===== src/rtl/inbuf_packet_scheduler_pkg.sv =====
// inbuf_pkg: state encoding, FSM state type and width helpers for the input-buffer packet scheduler.
// Rev 1.0
`default_nettype none

package inbuf_pkg;

  localparam logic [1:0] S_IDLE = 2'd0;
  localparam logic [1:0] S_HDR  = 2'd1;
  localparam logic [1:0] S_DATA = 2'd2;
  localparam logic [1:0] S_WAIT = 2'd3;

  typedef enum logic [1:0] {
    ST_IDLE = S_IDLE,
    ST_HDR  = S_HDR,
    ST_DATA = S_DATA,
    ST_WAIT = S_WAIT
  } state_t;

  function automatic int tidw(input int entries);
    return $clog2(entries);
  endfunction

  // Bits needed to hold a word count of 0..max_words.
  function automatic int lenw(input int max_words);
    return $clog2(max_words + 1);
  endfunction

endpackage

`default_nettype wire


===== src/rtl/inbuf_packet_scheduler_if.sv =====
// inbuf_packet_scheduler_if: source headers/words, converter handshake and status of the scheduler.
// Rev 1.0
`default_nettype none

interface inbuf_packet_scheduler_if #(
  parameter int NUM_REQ           = 4,
  parameter int TOKEN_TABLE_ENTRY = 32,
  parameter int LEN_W             = 8
);
  import inbuf_pkg::*;

  localparam int TIDW = tidw(TOKEN_TABLE_ENTRY);

  logic [NUM_REQ-1:0]       req_vld_i;
  logic [NUM_REQ*TIDW-1:0]  req_token_id_i;
  logic [NUM_REQ*LEN_W-1:0] req_len_i;
  logic [NUM_REQ-1:0]       req_rdy_o;
  logic [NUM_REQ*8-1:0]     word_data_i;
  logic [NUM_REQ-1:0]       word_vld_i;
  logic [NUM_REQ-1:0]       word_rdy_o;
  logic [TIDW-1:0]          token_id_o;
  logic                     token_id_vld_o;
  logic [7:0]               word_data_o;
  logic                     word_vld_o;
  logic                     word_rdy_i;
  logic                     trans_done_i;
  logic [NUM_REQ-1:0]       grant_o;
  logic                     busy_o;
  logic                     err_o;
  logic [15:0]              pkt_cnt_o;

  modport master (
    input  req_vld_i, req_token_id_i, req_len_i, word_data_i, word_vld_i,
           word_rdy_i, trans_done_i,
    output req_rdy_o, word_rdy_o, token_id_o, token_id_vld_o, word_data_o,
           word_vld_o, grant_o, busy_o, err_o, pkt_cnt_o
  );

  modport slave (
    output req_vld_i, req_token_id_i, req_len_i, word_data_i, word_vld_i,
           word_rdy_i, trans_done_i,
    input  req_rdy_o, word_rdy_o, token_id_o, token_id_vld_o, word_data_o,
           word_vld_o, grant_o, busy_o, err_o, pkt_cnt_o
  );

endinterface

`default_nettype wire


===== src/rtl/inbuf_packet_scheduler_rr_arbiter.sv =====
// rr_arbiter: combinational rotate-priority arbiter; the search starts just after `last`.
// Rev 1.0
`default_nettype none

module rr_arbiter #(
  parameter int N = 4
) (
  input  logic [N-1:0]         req,
  input  logic [$clog2(N)-1:0] last,
  output logic [N-1:0]         gnt,
  output logic [$clog2(N)-1:0] idx
);

  localparam int IW = $clog2(N);

  int k;

  // Walk from the farthest candidate back to the nearest so the nearest requester wins.
  always_comb begin
    gnt = '0;
    idx = '0;
    k   = 0;
    for (int i = N; i >= 1; i--) begin
      k = int'(last) + i;
      if (k >= N) k = k - N;
      if (req[IW'(k)]) begin
        gnt          = '0;
        gnt[IW'(k)]  = 1'b1;
        idx          = IW'(k);
      end
    end
  end

endmodule

`default_nettype wire


===== src/rtl/inbuf_packet_scheduler.sv =====
// inbuf_packet_scheduler: round-robin sequencer issuing token id then byte stream, one packet per grant.
// Rev 1.0
`default_nettype none

module inbuf_packet_scheduler
  import inbuf_pkg::*;
#(
  parameter int NUM_REQ           = 4,
  parameter int TOKEN_TABLE_ENTRY = 32,
  parameter int LEN_W             = 8
) (
  input  logic                      clk_i,
  input  logic                      rst_n_i,
  inbuf_packet_scheduler_if.master  bus
);

  localparam int TIDW = tidw(TOKEN_TABLE_ENTRY);
  localparam int IW   = $clog2(NUM_REQ);

  state_t             state, state_nxt;
  logic [IW-1:0]      last_grant;
  logic [IW-1:0]      grant_idx;
  logic [NUM_REQ-1:0] grant;
  logic [NUM_REQ-1:0] win_gnt;
  logic [IW-1:0]      win_idx;
  logic [TIDW-1:0]    token_id;
  logic [LEN_W-1:0]   remain;
  logic [7:0]         word_data;
  logic               word_vld;
  logic               err;
  logic [15:0]        pkt_cnt;
  logic               accept, xfer, done;

  rr_arbiter #(.N(NUM_REQ)) u_arb (
    .req  (bus.req_vld_i),
    .last (last_grant),
    .gnt  (win_gnt),
    .idx  (win_idx)
  );

  assign accept = (state == ST_IDLE) && (|win_gnt);
  assign xfer   = (state == ST_DATA) && bus.word_vld_i[grant_idx] && bus.word_rdy_i;
  assign done   = (state == ST_WAIT) && bus.trans_done_i;

  always_comb begin
    state_nxt = state;
    case (state)
      ST_IDLE: if (accept) state_nxt = ST_HDR;
      ST_HDR:  state_nxt = (remain == '0) ? ST_WAIT : ST_DATA;
      ST_DATA: if (xfer && (remain == LEN_W'(1))) state_nxt = ST_WAIT;
      ST_WAIT: if (bus.trans_done_i) state_nxt = ST_IDLE;
      default: state_nxt = ST_IDLE;
    endcase
  end

  always_ff @(posedge clk_i or negedge rst_n_i) begin
    if (!rst_n_i) begin
      state      <= ST_IDLE;
      last_grant <= IW'(NUM_REQ - 1);
      grant_idx  <= '0;
      grant      <= '0;
      token_id   <= '0;
      remain     <= '0;
      word_data  <= '0;
      word_vld   <= 1'b0;
      err        <= 1'b0;
      pkt_cnt    <= '0;
    end else begin
      state    <= state_nxt;
      word_vld <= xfer;
      if (accept) begin
        grant     <= win_gnt;
        grant_idx <= win_idx;
        token_id  <= bus.req_token_id_i[win_idx*TIDW +: TIDW];
        remain    <= bus.req_len_i[win_idx*LEN_W +: LEN_W];
      end
      if (xfer) begin
        word_data <= bus.word_data_i[grant_idx*8 +: 8];
        remain    <= remain - LEN_W'(1);
      end
      if (done) begin
        last_grant <= grant_idx;
        pkt_cnt    <= pkt_cnt + 16'd1;
        grant      <= '0;
      end
      // A completion outside WAIT never advances the FSM; it only flags the protocol error.
      if (bus.trans_done_i && (state != ST_WAIT)) err <= 1'b1;
    end
  end

  assign bus.req_rdy_o      = (state == ST_IDLE) ? win_gnt : '0;
  assign bus.word_rdy_o     = ((state == ST_DATA) && bus.word_rdy_i) ? grant : '0;
  assign bus.token_id_o     = token_id;
  assign bus.token_id_vld_o = (state == ST_HDR);
  assign bus.word_data_o    = word_data;
  assign bus.word_vld_o     = word_vld;
  assign bus.grant_o        = grant;
  assign bus.busy_o         = (state != ST_IDLE);
  assign bus.err_o          = err;
  assign bus.pkt_cnt_o      = pkt_cnt;

endmodule

`default_nettype wire


===== src/flat_wrapper.sv =====
// flat-port wrapper written by rule: the top's interface ports become plain ports
module inbuf_packet_scheduler_flat import inbuf_pkg::*;
#(
  parameter int NUM_REQ           = 4,
  parameter int TOKEN_TABLE_ENTRY = 32,
  parameter int LEN_W             = 8
)
  (clk_i, rst_n_i, bus_req_vld_i, bus_req_token_id_i, bus_req_len_i, bus_word_data_i, bus_word_vld_i, bus_word_rdy_i, bus_trans_done_i, bus_req_rdy_o, bus_word_rdy_o, bus_token_id_o, bus_token_id_vld_o, bus_word_data_o, bus_word_vld_o, bus_grant_o, bus_busy_o, bus_err_o, bus_pkt_cnt_o);
  inbuf_packet_scheduler_if #(.NUM_REQ(NUM_REQ), .TOKEN_TABLE_ENTRY(TOKEN_TABLE_ENTRY), .LEN_W(LEN_W)) bus_i ();
  input  logic clk_i;
  input  logic rst_n_i;
  input wire logic [$bits(bus_i.req_vld_i)-1:0] bus_req_vld_i;
  input wire logic [$bits(bus_i.req_token_id_i)-1:0] bus_req_token_id_i;
  input wire logic [$bits(bus_i.req_len_i)-1:0] bus_req_len_i;
  input wire logic [$bits(bus_i.word_data_i)-1:0] bus_word_data_i;
  input wire logic [$bits(bus_i.word_vld_i)-1:0] bus_word_vld_i;
  input wire logic [$bits(bus_i.word_rdy_i)-1:0] bus_word_rdy_i;
  input wire logic [$bits(bus_i.trans_done_i)-1:0] bus_trans_done_i;
  output wire logic [$bits(bus_i.req_rdy_o)-1:0] bus_req_rdy_o;
  output wire logic [$bits(bus_i.word_rdy_o)-1:0] bus_word_rdy_o;
  output wire logic [$bits(bus_i.token_id_o)-1:0] bus_token_id_o;
  output wire logic [$bits(bus_i.token_id_vld_o)-1:0] bus_token_id_vld_o;
  output wire logic [$bits(bus_i.word_data_o)-1:0] bus_word_data_o;
  output wire logic [$bits(bus_i.word_vld_o)-1:0] bus_word_vld_o;
  output wire logic [$bits(bus_i.grant_o)-1:0] bus_grant_o;
  output wire logic [$bits(bus_i.busy_o)-1:0] bus_busy_o;
  output wire logic [$bits(bus_i.err_o)-1:0] bus_err_o;
  output wire logic [$bits(bus_i.pkt_cnt_o)-1:0] bus_pkt_cnt_o;
  assign bus_i.req_vld_i = bus_req_vld_i;
  assign bus_i.req_token_id_i = bus_req_token_id_i;
  assign bus_i.req_len_i = bus_req_len_i;
  assign bus_i.word_data_i = bus_word_data_i;
  assign bus_i.word_vld_i = bus_word_vld_i;
  assign bus_i.word_rdy_i = bus_word_rdy_i;
  assign bus_i.trans_done_i = bus_trans_done_i;
  assign bus_req_rdy_o = bus_i.req_rdy_o;
  assign bus_word_rdy_o = bus_i.word_rdy_o;
  assign bus_token_id_o = bus_i.token_id_o;
  assign bus_token_id_vld_o = bus_i.token_id_vld_o;
  assign bus_word_data_o = bus_i.word_data_o;
  assign bus_word_vld_o = bus_i.word_vld_o;
  assign bus_grant_o = bus_i.grant_o;
  assign bus_busy_o = bus_i.busy_o;
  assign bus_err_o = bus_i.err_o;
  assign bus_pkt_cnt_o = bus_i.pkt_cnt_o;
  inbuf_packet_scheduler #(.NUM_REQ(NUM_REQ), .TOKEN_TABLE_ENTRY(TOKEN_TABLE_ENTRY), .LEN_W(LEN_W)) u_core (.clk_i(clk_i), .rst_n_i(rst_n_i), .bus(bus_i));
endmodule

===== config.mk =====
export PLATFORM = sky130hd
export DESIGN_NAME = inbuf_packet_scheduler_flat
export DESIGN_NICKNAME = d
export VERILOG_FILES = /design/src/rtl/inbuf_packet_scheduler_pkg.sv /design/src/rtl/inbuf_packet_scheduler_if.sv /design/src/rtl/inbuf_packet_scheduler_rr_arbiter.sv /design/src/rtl/inbuf_packet_scheduler.sv /design/src/flat_wrapper.sv
export SDC_FILE = /design/constraint.sdc
export NUM_CORES = 1
export LEC_CHECK = 0
export ABC_AREA = 1
export CAP_MARGIN = 20
export CORE_ASPECT_RATIO = 1.4
export CORE_MARGIN = 3
export CORE_UTILIZATION = 48
export DETAILED_ROUTE_END_ITERATION = 8
export GPL_TIMING_DRIVEN = 0
export PLACE_DENSITY_LB_ADDON = 0.1
export SLEW_MARGIN = 20
export SYNTH_ARGS = -nofsm -noshare
export SYNTH_HDL_FRONTEND = slang
export SYNTH_HIERARCHICAL = 1
export SYNTH_SLANG_ARGS = --single-unit
export TNS_END_PERCENT = 1

===== constraint.sdc =====
create_clock -name clk_i -period 4.82 [get_ports clk_i]
set_input_delay 0.723 -clock clk_i [delete_from_list [all_inputs] [get_ports clk_i]]
set_output_delay 0.723 -clock clk_i [all_outputs]
set_load 0.005 [all_outputs]

* Word-level counts from Yosys, hierarchy flattened *
Index checks and enable logic that the tools add are counted.

word-level totals
  register bits = 49
  output and inout bits = 45

operators by class
  add/subtract/negate cells = 10
  $mul = 1
  order comparisons = 13
  equality and inequality tests = 8
  shift operators = 3
  multiplexer cells = 45
  reductions and logical operators = 18

operators by type and width
  operator                                                                count
  32-bit by 6-bit variable part select with 8-bit output                  2
  4-bit 2-to-1 mux                                                        8
  2-bit 2-to-1 mux                                                        11
  20-bit by 6-bit variable part select with 5-bit output                  1
  16-bit by 1-bit adder with 16-bit output (second input constant)        1
  2-bit by 4-bit < comparator with 1-bit output (second input constant)   4
  8-bit 2-to-1 mux                                                        2
  1-bit 2-to-1 mux                                                        14
  1-bit logical AND                                                       11
  1-bit binary-select mux with 2-bit select                               5
  3-bit >= comparator (second input constant)                             3
  1-bit demux with 2-bit select                                           4
  8-bit by 1-bit equality test with 1-bit output (second input constant)  1
  2-bit by 1-bit >= comparator with 1-bit output (second input constant)  4
  8-bit zero test                                                         1
  2-bit case mux with 4 select lines                                      1
  2-bit by 1-bit subtractor with 2-bit output (second input constant)     4
  8-bit by 1-bit subtractor with 8-bit output (second input constant)     1
  2-bit by 2-bit adder with 3-bit output (second input constant)          2
  2-bit inequality test (second input constant)                           3
  2-bit nonzero test                                                      3
  2-bit by 3-bit multiplier with 5-bit output (second input constant)     1
  2-bit by 3-bit adder with 4-bit output (second input constant)          1
  2-bit equality test (second input constant)                             2
  8 further kinds                                                         8

* Depth between registers and ports, before layout *
  word-level depth = 15
  gate-level depth with buffers = 20

* Modules after synthesis *
Netlist, hierarchy kept.

modules (own cells, without submodules)
  module                  instances  cells each  area an instance (um^2)  seq. area each (um^2)
  inbuf_packet_scheduler  1          438         3114.2                   1228.7
  rr_arbiter              1          89          464.2                    0.0

* Worst setup path after synthesis *
OpenSTA, ideal clock, no wires.

  path type = flip-flop to output port
  start point = reg u_core.last_grant[1]
  end point = out bus_req_rdy_o[3]
  arrival time = 1781 ps
  required time = 4097 ps
  setup slack = 2316 ps
  cell stages (with the launch flop) = 12
  path buffers = 0
  cell sequence = dfstp_2 inv_1 ha_1 inv_1 nand3_1 nand2_1 nand2_1 o21ai_0 nand2_1 nand2_1 nand2_1 inv_1

between the ends
  longest elaborated chain between the ends = 12
  elaborated cells on any way between the ends = 53

ends and longest elaborated chain
  element                                                                                                                                line                                     RTL
  start: declaration                                                                                                                     inbuf_packet_scheduler.sv:21             logic [IW-1:0] last_grant;
  start signal: assignment                                                                                                               inbuf_packet_scheduler.sv:59             last_grant <= IW'(NUM_REQ - 1);
  start signal: assignment                                                                                                               inbuf_packet_scheduler.sv:82             last_grant <= grant_idx;
  2-bit by 3-bit adder with 4-bit output                                                                                                 inbuf_packet_scheduler_rr_arbiter.sv:24  k = int'(last) + i;
  4-bit by 3-bit >= comparator with 1-bit output or 2-bit by 1-bit subtractor with 2-bit output (tied branches)                          inbuf_packet_scheduler_rr_arbiter.sv:25  if (k >= N) k = k - N;
  2-bit 2-to-1 mux                                                                                                                       inbuf_packet_scheduler_rr_arbiter.sv:25
  2-bit by 4-bit < comparator with 1-bit output (not written as such) or 2-bit by 1-bit >= comparator with 1-bit output (tied branches)  inbuf_packet_scheduler_rr_arbiter.sv:28  gnt[IW'(k)] = 1'b1;
  1-bit logical AND (not written as such)                                                                                                inbuf_packet_scheduler_rr_arbiter.sv:28
  1-bit 2-to-1 mux (not written as such)                                                                                                 inbuf_packet_scheduler_rr_arbiter.sv:28
  1-bit demux with 2-bit select                                                                                                          inbuf_packet_scheduler_rr_arbiter.sv:28
  4-bit 2-to-1 mux (3 in series)                                                                                                         inbuf_packet_scheduler_rr_arbiter.sv:26  if (req[IW'(k)]) begin
  4-bit 2-to-1 mux *                                                                                                                     inbuf_packet_scheduler_rr_arbiter.sv:26
  net u_core.win_gnt[3]                                                                                                                  inbuf_packet_scheduler.sv:24             logic [NUM_REQ-1:0] win_gnt;
  4-bit 2-to-1 mux *                                                                                                                     inbuf_packet_scheduler.sv:91             assign bus.req_rdy_o = (state == ST_IDLE) ? win_gnt : '0;
  end: declaration                                                                                                                       flat_wrapper.sv:19                       output wire logic [$bits(bus_i.req_rdy_o)-1:0] bus_req_rdy_o;

The timed path passes the listed nets; every way through them passes the cells marked *. The select of a mux whose other input is x is not followed.

* Worst setup path after layout *
  start point = reg u_core.last_grant[1]
  end point = out bus_req_rdy_o[2]

The elaborated chain is that of the path after synthesis.

==> out/results.tsv <==
stage	metric	value	unit
clocking	cts_buffer_depth	2	
layout	layout.nets	787	
synth	yosys.area.top_type_share	0.3287	
sta	final_hold_viol_count	0	
global_routing	first_global_vias	3935	
setup_path	r2r.worst_path.cells	16	
global_routing	grt_pass1_wl	17.27	mm
floorplan	die_h	108.2	um
drt	wl_per_cell	13.81	um
synth	synth_edf_count	0	
drt	routed-via-count	3932	
pwr	powerDensity	622.1	nW/um^2
clocking	cts_buffers	5	
sta	fin_crit_sh	0.7576	
sta	setup-tns-final	0	ns
drt	drt-total-wl	10.64	mm
floorplan	num_io_pins	141	
place	dp_hpwl	8.326	mm
synth	yosysWarningCount	6	
clocking	cts_tree	built	
synth	post-synth-top-count-cell	nand2_1	
global_routing	grt.total_usage	0.2515	
drt	initialDrtViolationCount	134	
drt	ant_nets	0	
sta	period_minus_slack	3.652	ns
sta	slew_headroom	0.5761	
synth	synth_nets	640	
layout	drive_gt1_frac	0.06370	
synth	syn_inst	527	
synth	synth_ff_type	dfrtp_1	
sta	rsz0062_at_grt	no	
drt	drc	0	
global_routing	grt_max_degree	50	
setup_path	cp-start-kind	flip-flop	
synth	async_flop_share	1.000	
global_routing	antenna_found_initial	0	
layout	post-route-util	0.7319	
sta	fmax	273.8	MHz
layout	n_antenna_cell	0	
setup_path	crit_arrival	2.93	ns
run	cap_violations	0	
clocking	cts_resized	0	
setup_path	reg2reg_to	u_core/remain[5]	
setup_path	ff2ff_setup_slack	1.65	ns
setup_path	end_kind	output pin	
floorplan	initial_core_util	0.5028	
floorplan	die_area	8541	um^2
floorplan	rows	36	
synth	netlist-cell-type-count	33	
synth	netlist_top_cells_count	nand2_1 (155), nor2_1 (75), inv_1 (58)	
clocking	cts.clk_slew.worst_paths	0.09	ns
pwr	vdd_drop_max	0.0003479	V
sta	tightest_slew	0.6358	ns
clocking	postCtsSetupBuffers	0	
drt	vias_per_cell	5.106	
clocking	cts_max_level	2	
run_status	outcome	finished clean	
hold_path	hold_path_class	input port to asynchronous set/reset pin	
sta	slew_viol_final	0	
clocking	ctsHoldBuffers	0	
synth	yosysTopAreaCell	dfrtp_1	
clocking	cts-root-buf	clkbuf_8	
place	port_buffers	140	
setup_path	cp_max_fo	11	
sta	finalSetupViolCount	0	
setup_path	r2r_start	u_core/last_grant[1]	
synth	ys_ff_latch	49	
layout	fillers	617	
setup_path	required	4.10	ns
synth	ys_seq_area_frac	0.3434	
drt	drtPass1Iterations	4	
pwr	leakagePower	2.553	nW
synth	ys_top_cells_by_area	dfrtp_1 (33%), nand2_1 (16%), nor2_1 (7.9%), o21ai_0 (7.7%), inv_1 (6.1%)	
clocking	cts_sinks	49	
setup_path	crit_type	flip-flop to output pin	
layout	syn_to_final_growth	45.56	%
synth	netlist_area	3578	um^2
floorplan	coreArea	7117	um^2
synth	syn_avg_cell_area	6.790	um^2
place	gp_congestion	0.8840	
global_routing	grt_remaining_overflow	0	
clocking	clk_latency	0.31	ns
floorplan	die_x	78.97	um
sta	fin_skew	0.004749	ns
-- layout by cell type (no fill, tap or decap), types with 4 or more instances in the layout --
cell	instances
nand3_1	29
o22ai_1	16
clkbuf_8	5
clkbuf_1	7
o21ai_0	55
inv_1	58
nand2_1	155
nor2_1	75
clkdlybuf4s50_1	139
buf_2	4
xor2_1	10
xnor2_1	5
ha_1	17
a21oi_1	10
nand2_2	7
dfrtp_1	47
-- cells by family after synthesis --
group | Yosys count | synth area share
and+or+nand+nor | 282 | 0.3413
AOI/OAI and AO/OA | 86 | 0.1280
buffers and inverters | 77 | 0.08671
DFF | 49 | 0.3434
adders and majority gates | 17 | 0.05944
xor gates and xnor gates | 16 | 0.04126
-- worst max-delay path: stages, from the launching register on --
cell,delay (ns)
dfstp_2,0.65
inv_1,0.19
ha_1,0.36
inv_1,0.14
nand3_1,0.09
nand2_1,0.11
nand2_1,0.10
o21ai_0,0.18
nand2_1,0.08
nand2_1,0.08
nand2_1,0.08
inv_1,0.07
clkdlybuf4s50_1,0.49
-- flip-flops by register name (all words and copies together), names as in the netlist --
| signal | cells |
|---|---|
| u_core/grant_idx | 2 |
| u_core/last_grant | 2 |
| u_core/state | 2 |
| u_core/bus.pkt_cnt_o | 16 |
| u_core/bus.err_o | 1 |
| u_core/bus.token_id_o | 5 |
| u_core/bus.grant_o | 4 |
| u_core/bus.word_data_o | 8 |
| u_core/bus.word_vld_o | 1 |
| u_core/remain | 8 |
-- report_power, final --
group | switching, mW | total [mW] | internal (mW)
Clock | 0.148 | 0.304 | 0.156
Combinational | 1.36 | 2.24 | 0.882
Sequential | 0.126 | 0.697 | 0.570
-- final cells by class --
class	count	area [um^2]	area share
multi-input combinational	401	2039	0.3915
inverter	62	232.7	0.04468
clock buffer	5	68.82	0.01321
timing repair buffer	140	1399	0.2686
tap	95	118.9	0.02282
sequential	49	1229	0.2359
buffer	15	77.57	0.01489
clock inverter	3	43.79	0.008407
-- how the worst max path moves through the flow --
stage | from | endpoint | cells after the start
after floorplan | u_core/last_grant[1] | bus_req_rdy_o[3] | 11
after global placement | rst_n_i | u_core/bus.pkt_cnt_o[0] | 1
after detailed placement | bus_req_vld_i[1] | bus_req_rdy_o[1] | 13
after CTS | u_core/last_grant[1] | bus_req_rdy_o[2] | 12
after global routing | u_core/last_grant[1] | bus_req_rdy_o[0] | 13
final | u_core/last_grant[1] | bus_req_rdy_o[2] | 12
-- per-layer routing --
layer / global-route usage / vias to the layer above / wire (um)
met4: 0.08477 / 0 / 250
met2: 0.4904 / 120 / 5905
li1: - / 1958 / -
met3: 0.03833 / 21 / 407
met1: 0.2703 / 1833 / 4072
met5: 0 / - / 0
-- per-stage QoR --
step | setup WS (ns) | total power [mW] | hold WS (ns) | area (um^2) | cells
floorplan | 2.316 | 2.163 | 0.4274 | 3578 | 527
global placement | 1.533 | 2.841 | 0.4485 | 5099 | 762
detailed placement | 1.514 | 2.918 | 0.4513 | 5096 | 762
CTS | 1.167 | 3.237 | 0.4539 | 5209 | 770
global route | 0.9704 | 3.547 | 0.4707 | 5209 | 770
finish | 1.168 | 3.240 | 0.4231 | 5209 | 770
Note: power is estimated with default switching activity, not from simulation.
